File: src/rtl/div_pkg.sv
// Shared definitions for the sequential restoring divider: FSM encoding,
// default operand width and the iteration-counter sizing helper.
package div_pkg;

  localparam int DIV_WIDTH = 32;

  typedef enum logic [1:0] {
    DIV_IDLE = 2'd0,
    DIV_RUN  = 2'd1,
    DIV_FIX  = 2'd2
  } div_state_e;

  // Counter must hold 0..w-1.
  function automatic int cnt_width(input int w);
    return (w > 2) ? $clog2(w) : 1;
  endfunction

endpackage

File: src/rtl/seq_divider_if.sv
// Start/Busy/Done handshake and operand/result bus between the pipeline
// control (master) and the divider (slave).
interface seq_divider_if import div_pkg::*; #(
  parameter int WIDTH = DIV_WIDTH
);
  logic             Start;
  logic             Signed;
  logic [WIDTH-1:0] X;
  logic [WIDTH-1:0] Y;
  logic             Busy;
  logic             Done;
  logic [WIDTH-1:0] Quotient;
  logic [WIDTH-1:0] Remainder;
  logic             DivZero;

  modport master (
    output Start, Signed, X, Y,
    input  Busy, Done, Quotient, Remainder, DivZero
  );

  modport slave (
    input  Start, Signed, X, Y,
    output Busy, Done, Quotient, Remainder, DivZero
  );
endinterface

File: src/rtl/div_step.sv
// One restoring-division iteration: shift {rem, quo} left, subtract the
// divisor from the widened partial remainder and keep it if non-negative.
module div_step #(
  parameter int WIDTH = 32
) (
  input  logic [WIDTH-1:0] rem_i,
  input  logic [WIDTH-1:0] quo_i,
  input  logic [WIDTH-1:0] divisor_i,
  output logic [WIDTH-1:0] rem_o,
  output logic [WIDTH-1:0] quo_o
);
  logic [WIDTH:0] shifted;
  logic [WIDTH:0] trial;

  always_comb begin
    shifted = {rem_i, quo_i[WIDTH-1]};
    trial   = shifted - {1'b0, divisor_i};
    // A failed trial means shifted < divisor, so it still fits in WIDTH bits.
    if (!trial[WIDTH]) begin
      rem_o = trial[WIDTH-1:0];
      quo_o = {quo_i[WIDTH-2:0], 1'b1};
    end else begin
      rem_o = shifted[WIDTH-1:0];
      quo_o = {quo_i[WIDTH-2:0], 1'b0};
    end
  end
endmodule

File: src/rtl/seq_divider.sv
// Multi-cycle radix-2 restoring divider (div/divu) with Start/Busy/Done
// handshake; signed operands are divided as magnitudes and fixed up at the end.
module seq_divider import div_pkg::*; #(
  parameter int WIDTH = DIV_WIDTH
) (
  input  logic          CLK,
  input  logic          RST,
  seq_divider_if.slave  bus
);
  localparam int CW = cnt_width(WIDTH);

  div_state_e       state_q, state_d;
  logic [CW-1:0]    cnt_q, cnt_d;
  logic [WIDTH-1:0] rem_q, rem_d;
  logic [WIDTH-1:0] quo_q, quo_d;
  logic [WIDTH-1:0] dvs_q, dvs_d;
  logic             qneg_q, qneg_d;
  logic             rneg_q, rneg_d;
  logic             dz_q, dz_d;
  logic [WIDTH-1:0] quot_q, quot_d;
  logic [WIDTH-1:0] remo_q, remo_d;
  logic             divzero_q, divzero_d;
  logic             done_q, done_d;
  logic [WIDTH-1:0] step_rem, step_quo;

  div_step #(.WIDTH(WIDTH)) u_step (
    .rem_i     (rem_q),
    .quo_i     (quo_q),
    .divisor_i (dvs_q),
    .rem_o     (step_rem),
    .quo_o     (step_quo)
  );

  always_comb begin
    state_d   = state_q;
    cnt_d     = cnt_q;
    rem_d     = rem_q;
    quo_d     = quo_q;
    dvs_d     = dvs_q;
    qneg_d    = qneg_q;
    rneg_d    = rneg_q;
    dz_d      = dz_q;
    quot_d    = quot_q;
    remo_d    = remo_q;
    divzero_d = divzero_q;
    done_d    = 1'b0;
    case (state_q)
      DIV_IDLE: begin
        if (bus.Start) begin
          cnt_d  = '0;
          rem_d  = '0;
          qneg_d = bus.Signed & (bus.X[WIDTH-1] ^ bus.Y[WIDTH-1]);
          rneg_d = bus.Signed & bus.X[WIDTH-1];
          dvs_d  = (bus.Signed && bus.Y[WIDTH-1]) ? -bus.Y : bus.Y;
          if (bus.Y == '0) begin
            // Keep the raw dividend; it is returned unmodified as the remainder.
            dz_d    = 1'b1;
            quo_d   = bus.X;
            state_d = DIV_FIX;
          end else begin
            dz_d    = 1'b0;
            quo_d   = (bus.Signed && bus.X[WIDTH-1]) ? -bus.X : bus.X;
            state_d = DIV_RUN;
          end
        end
      end
      DIV_RUN: begin
        rem_d = step_rem;
        quo_d = step_quo;
        cnt_d = cnt_q + CW'(1);
        if (cnt_q == CW'(WIDTH - 1)) state_d = DIV_FIX;
      end
      DIV_FIX: begin
        done_d  = 1'b1;
        state_d = DIV_IDLE;
        if (dz_q) begin
          quot_d    = '1;
          remo_d    = quo_q;
          divzero_d = 1'b1;
        end else begin
          quot_d    = qneg_q ? -quo_q : quo_q;
          remo_d    = rneg_q ? -rem_q : rem_q;
          divzero_d = 1'b0;
        end
      end
      default: state_d = DIV_IDLE;
    endcase
  end

  always_ff @(posedge CLK) begin
    if (RST) begin
      state_q   <= DIV_IDLE;
      cnt_q     <= '0;
      rem_q     <= '0;
      quo_q     <= '0;
      dvs_q     <= '0;
      qneg_q    <= 1'b0;
      rneg_q    <= 1'b0;
      dz_q      <= 1'b0;
      quot_q    <= '0;
      remo_q    <= '0;
      divzero_q <= 1'b0;
      done_q    <= 1'b0;
    end else begin
      state_q   <= state_d;
      cnt_q     <= cnt_d;
      rem_q     <= rem_d;
      quo_q     <= quo_d;
      dvs_q     <= dvs_d;
      qneg_q    <= qneg_d;
      rneg_q    <= rneg_d;
      dz_q      <= dz_d;
      quot_q    <= quot_d;
      remo_q    <= remo_d;
      divzero_q <= divzero_d;
      done_q    <= done_d;
    end
  end

  assign bus.Busy      = (state_q != DIV_IDLE);
  assign bus.Done      = done_q;
  assign bus.Quotient  = quot_q;
  assign bus.Remainder = remo_q;
  assign bus.DivZero   = divzero_q;
endmodule

File: src/flat_wrapper.sv
// flat-port wrapper written by rule: the top's interface ports become plain ports
module seq_divider_flat import div_pkg::*;
#(
  parameter int WIDTH = DIV_WIDTH
)
  (CLK, RST, bus_Start, bus_Signed, bus_X, bus_Y, bus_Busy, bus_Done, bus_Quotient, bus_Remainder, bus_DivZero);
  seq_divider_if #(.WIDTH(WIDTH)) bus_i ();
  input  logic CLK;
  input  logic RST;
  input wire logic [$bits(bus_i.Start)-1:0] bus_Start;
  input wire logic [$bits(bus_i.Signed)-1:0] bus_Signed;
  input wire logic [$bits(bus_i.X)-1:0] bus_X;
  input wire logic [$bits(bus_i.Y)-1:0] bus_Y;
  output wire logic [$bits(bus_i.Busy)-1:0] bus_Busy;
  output wire logic [$bits(bus_i.Done)-1:0] bus_Done;
  output wire logic [$bits(bus_i.Quotient)-1:0] bus_Quotient;
  output wire logic [$bits(bus_i.Remainder)-1:0] bus_Remainder;
  output wire logic [$bits(bus_i.DivZero)-1:0] bus_DivZero;
  assign bus_i.Start = bus_Start;
  assign bus_i.Signed = bus_Signed;
  assign bus_i.X = bus_X;
  assign bus_i.Y = bus_Y;
  assign bus_Busy = bus_i.Busy;
  assign bus_Done = bus_i.Done;
  assign bus_Quotient = bus_i.Quotient;
  assign bus_Remainder = bus_i.Remainder;
  assign bus_DivZero = bus_i.DivZero;
  seq_divider #(.WIDTH(WIDTH)) u_core (.CLK(CLK), .RST(RST), .bus(bus_i));
endmodule
File: config.mk
export PLATFORM = sky130hd
export DESIGN_NAME = seq_divider_flat
export DESIGN_NICKNAME = d
export VERILOG_FILES = /design/src/rtl/div_pkg.sv /design/src/rtl/seq_divider_if.sv /design/src/rtl/div_step.sv /design/src/rtl/seq_divider.sv /design/src/flat_wrapper.sv
export SDC_FILE = /design/constraint.sdc
export NUM_CORES = 1
export LEC_CHECK = 0
export ABC_AREA = 1
export CAP_MARGIN = 25
export CORE_UTILIZATION = 30
export CTS_CLUSTER_SIZE = 25
export DETAILED_ROUTE_END_ITERATION = 10
export PLACE_DENSITY = 0.48
export SETUP_SLACK_MARGIN = 0.1
export SLEW_MARGIN = 10
export SYNTH_ARGS = -nofsm -noshare
export SYNTH_HDL_FRONTEND = slang
export SYNTH_SLANG_ARGS = --single-unit
File: constraint.sdc
create_clock -name CLK -period 4.31 [get_ports CLK]
set_input_delay 0.862 -clock CLK [delete_from_list [all_inputs] [get_ports CLK]]
set_output_delay 0.862 -clock CLK [all_outputs]
set_load 0.02 [all_outputs]
# Word level (Yosys, flattened, before mapping)
# Index checks and enable logic that the tools add are counted.
[op_classes]
add_sub_neg = 6
eq_ne = 5
mux = 22
n_bitwise = 3
n_reduce_logical = 9
[op_table]
columns = ["cell", "n"]
rows = [
  ["$mux W32", 10],
  ["$neg A32 Y32", 4],
  ["$pmux W32 S2", 2],
  ["$sub A33 B32 Y33", 1],
  ["$logic_not A32 Y1", 1],
  ["$pmux W5 S2", 1],
  ["$mux W2", 3],
  ["$reduce_and A2 Y1", 3],
  ["$add A5 B1 Y5 const B", 1],
  ["$eq A5 B5 Y1 const B", 1],
  ["$mux W5", 1],
  ["$mux W1", 4],
  ["$pmux W2 S2", 1],
  ["$reduce_bool A2 Y1", 2],
  ["$and A1 B1 Y1", 2],
  ["$eq A2 B1 Y1 const B", 1],
  ["$eq A2 B2 Y1 const B", 1],
  ["$logic_and A1 B1 Y1", 2],
  ["$logic_not A2 Y1", 1],
  ["$ne A2 B1 Y1 const B", 1],
  ["$ne A2 B2 Y1 const B", 1],
  ["$xor A1 B1 Y1", 1],
]
[totals]
regBits = 172
in_bits = 68
word_cells = 57

# Depth between registers and ports, before layout
[depth]
ltp_word = 5
depth_mapped = 18

# Hierarchy
# Synthesis repeated with hierarchy kept, for this count alone.
[unflattened]
hier_cells = 2398
hier_area_um2 = 13660.6
[by_module_without_submodules]
columns = ["mod", "n_inst", "cells_each", "area_each_um2"]
rows = [
  ["seq_divider", 1, 1684, 10264.8],
  ["div_step", 1, 714, 3395.8],
]

# Least setup slack after synthesis
# OpenSTA, ideal clock, no wires.
[synth_path]
kind = "input -> register"
start = "in bus_Y[0]"
end = "reg u_core.quo_q[1]"
setup_time_ps = 137
arrival_time_ps = 2158
required_ps = 4173
slack_ps = 2015
path_stages = 12
path_buffers = 1
path_cell_list = "inv_1 ha_1 nand2_1 nor2_2 nand3_1 nor2_2 nor2_4 inv_2 buf_4 nand2_1 o211ai_1 a21oi_1"
[synth_between]
elab_chain_len = 4
[synth_rtl]
columns = ["element", "line_no", "source"]
rows = [
  ["from (decl)", "flat_wrapper.sv:13", "input wire logic [$bits(bus_i.Y)-1:0] bus_Y;"],
  ["$logic_not A32 Y1", "seq_divider.sv:55", "if (bus.Y == '0) begin"],
  ["$mux W32", "seq_divider.sv:55", ""],
  ["$mux W32", "seq_divider.sv:49", "if (bus.Start) begin"],
  ["$pmux W32 S2", "seq_divider.sv:47", "case (state_q)"],
  ["to (signal assigned)", "seq_divider.sv:108", "quo_q <= quo_d;"],
  ["to (decl)", "seq_divider.sv:15", "logic [WIDTH-1:0] quo_q, quo_d;"],
]
# Every way passes these cells. The select of a mux whose other input is x is not followed.
# A chain may end at the register's enable or synchronous reset.

# Final worst setup path
[layout_path]
start = "reg u_core.quo_q[31]"
end = "reg u_core.rem_q[31]"
[layout_between]
elab_chain_len = 3
[layout_rtl]
columns = ["element", "line_no", "source"]
rows = [
  ["$sub A33 B32 Y33", "div_step.sv:17", "trial = shifted - {1'b0, divisor_i};"],
  ["$mux W32", "div_step.sv:19", "if (!trial[WIDTH]) begin"],
  ["$pmux W32 S2", "seq_divider.sv:47", ""],
  ["to (signal assigned)", "seq_divider.sv:107", "rem_q <= rem_d;"],
  ["to (decl)", "seq_divider.sv:14", "logic [WIDTH-1:0] rem_q, rem_d;"],
]
# Every way passes these cells.

==> flow_metrics.env <==
export IMPL_status="completed"
export IMPL_netlist_area_mm2=0.0128
export IMPL_cts_clk_slew_worst_paths_ns=0.07
export IMPL_cp_startpoint="u_core.quo_q[31]"
export IMPL_wl_um=48400
export IMPL_num_antenna_cells=0
export IMPL_fill_cells=4692
export IMPL_nNetsFinal=2323
export IMPL_firstDrtPassIters=5
export IMPL_period_minus_slack_ns=2.87
export IMPL_htree_levels=4
export IMPL_synthArstFlopShare_pct=0
export IMPL_yosysUniqueCellTypes=46
export IMPL_start_kind="flop"
export IMPL_max_cap_viol_count=0
export IMPL_drv_slew=0
export IMPL_synth_area_per_cell_um2=6.02
export IMPL_rows=75
export IMPL_hp_start="u_core.cnt_q[3]"
export IMPL_vdd_drop_max_mv=0.281
export IMPL_cts_tree="yes"
export IMPL_critPathMaxFanout=8
export IMPL_grt_max_degree=70
export IMPL_end_kind="flop"
export IMPL_post_route_util_pct=36.2
export IMPL_insertion_delay_ns=0.46
export IMPL_top_layer_used="met4"
export IMPL_drt_iter0_markers=940
export IMPL_ios=135
export IMPL_dp_final_hpwl_um=38200
export IMPL_cts_buffer_depth=2
export IMPL_grt_pass1_wl_um=74700
export IMPL_p_leak_nw=7.01
export IMPL_rsz0062_at_grt="false"
export IMPL_start_util_pct=30.5
export IMPL_final_seq_area_mm2=0.00344
export IMPL_arrival_ns=3.16
export IMPL_chipWidth_um=209
export IMPL_synthFlopType="dfxtp_1"
export IMPL_clock_fmax_mhz=349
export IMPL_dieHeight_um=209
export IMPL_die_area_mm2=0.0436
export IMPL_max_slew_margin_pct=40.1
export IMPL_place_inst=2736
export IMPL_via_count=13843
export IMPL_grt_pass1_vias=12851
export IMPL_wl_met3_um=2240
export IMPL_finalHoldViolations=0
export IMPL_synthCells=2132
export IMPL_grt_usage_pct=22.1
export IMPL_finClkSkew_ns=0.0206
export IMPL_antenna_found_initial=0
export IMPL_syn2layout_area_growth_pct=18.8
export IMPL_hold_buffers=0
export IMPL_post_cts_resized=0
export IMPL_coreArea_mm2=0.0421
export IMPL_ys_ff_latch=172
export IMPL_cts_buffers=17
export IMPL_cts_root_buf="clkbuf_16"
export IMPL_min_path_type="reg -> reg"
export IMPL_clkSinkCount=172
export IMPL_cp_data_required_time_ns=4.61
export IMPL_finalSetupViolations=0
export IMPL_vias_per_cell=5.00
export IMPL_route_detailed_drc=0
export IMPL_cellPowerDensity_mw_per_mm2=438
export IMPL_drive_gt1_share_pct=5.97
export IMPL_wl_per_cell_um=17.5
export IMPL_synth_edf_count=0
export IMPL_fin_tns_setup_ns=0
export IMPL_globalRouteOverflowTotal=0
export IMPL_syn_num_nets=2239
export IMPL_timing_hold_ws_ns=0.465
export IMPL_ys_seq_area_share_pct=26.8
export IMPL_post_cts_buffers=0
export IMPL_ys_warnings_count=0
export IMPL_io_buffer_count=134
export IMPL_wl_met2_um=21700
export IMPL_ant_nets=0
export IMPL_r2r_start="u_core.quo_q[31]"
export IMPL_worstSetupPathType="reg -> reg"
export IMPL_post_route_period_util_pct=66.5
export IMPL_gp_congestion=0.932
export IMPL_multi_input_area_mm2=0.00781
export IMPL_worst_slew_pin_transition_ns=0.896
export IMPL_wl_met1_um=23900
export IMPL_fin_cells=2768
[cells in the final DEF, fill, tap and decap left out, types with 38 or more instances in the layout]
cell type	n
o21ai_0	99
nand2_1	568
ha_1	38
a21oi_1	128
nand3_1	226
inv_1	312
dfxtp_1	172
nor2_1	184
a31oi_1	40
clkdlybuf4s50_1	133
[report_power, final]
part           switching [W]  internal, W
sequential          0.000193      0.00172
clock               0.000716     0.000947
combinational        0.00210      0.00100
total                0.00300      0.00367
[synth_stat cells, types with 19 or more instances]
| cell | instances | area share, % |
|---|---|---|
| nor2_1 | 188 | 5.5 |
| a31oi_1 | 40 | 1.9 |
| dfxtp_1 | 172 | 27 |
| a22oi_1 | 23 | 1.3 |
| inv_1 | 312 | 9.1 |
| nand2_1 | 568 | 17 |
| clkbuf_1 | 66 | 1.9 |
| o21ai_0 | 99 | 3.9 |
| a21oi_1 | 128 | 5.0 |
| nand4_1 | 25 | 1.2 |
| inv_2 | 23 | 0.67 |
| ha_1 | 38 | 3.7 |
| o221ai_1 | 19 | 1.3 |
| a21oi_2 | 19 | 1.3 |
| nor3_1 | 22 | 0.86 |
| nand3_1 | 226 | 8.8 |
| xor2_1 | 23 | 1.6 |
[metrics by stage]
stage	power [W]	instance area [um^2]	setup WS, ns
final	0.00668	15300	1.44
after global routing	0.00717	15300	1.27
after CTS	0.00671	15300	1.43
after detailed placement	0.00503	14600	1.07
after global placement	0.00502	14600	1.08
after floorplan	0.00416	12800	2.02
[flip-flops by register name (all words and copies together), names as in the netlist]
signal	count
u_core.bus.Remainder	32
u_core.rneg_q	1
u_core.state_q	2
u_core.bus.Done	1
u_core.quo_q	32
u_core.dz_q	1
u_core.rem_q	32
u_core.cnt_q	5
u_core.qneg_q	1
u_core.bus.DivZero	1
u_core.bus.Quotient	32
u_core.dvs_q	32
[cell type report]
type | instances | area share, %
multi-input combinational | 1542 | 51.2
sequential | 172 | 22.6
inverter | 335 | 8.24
clock inverter | 13 | 1.07
clock buffer | 19 | 2.97
tap | 539 | 4.42
timing repair buffer | 148 | 9.55
[cell families after synthesis]
group / after synthesis / share of synthesized area, %
simple gates: 1083 / 36.3
buf+inv: 418 / 12.6
xor+xnor: 39 / 2.66
flops: 172 / 26.8
compound gates: 381 / 17.7
fa+ha+maj: 39 / 3.86
[worst paths after layout]
path	slack (ns)	end	cells after the start
setup reg to reg	1.44	u_core.rem_q[31]	18
setup / recovery	1.44	u_core.rem_q[31]	18
hold / removal	0.46	u_core.cnt_q[3]	2
hold reg to reg	0.46	u_core.cnt_q[3]	2
[worst max-delay path, stage by stage (launching register included)]
cell,delay (ns)
dfxtp_1,0.33
inv_1,0.04
buf_4,0.16
ha_1,0.21
fa_1,0.43
inv_1,0.09
nand2_1,0.05
nand2_1,0.07
nand3_1,0.09
nand2_2,0.12
nand2_2,0.07
nand2_4,0.08
nand2_4,0.08
nand2_4,0.11
nand2_2,0.13
nand3_1,0.35
nand2_1,0.09
nand2_1,0.12
a21oi_1,0.07
[routing by layer]
layer / vias to the layer above / global-route usage (%)
li1: 7087 / -
met1: 6388 / 31.9
met2: 342 / 35.1
met3: 26 / 2.58
met4: 0 / 4.82
met5: - / 0
No activity file was read; power rests on OpenSTA's default activity.
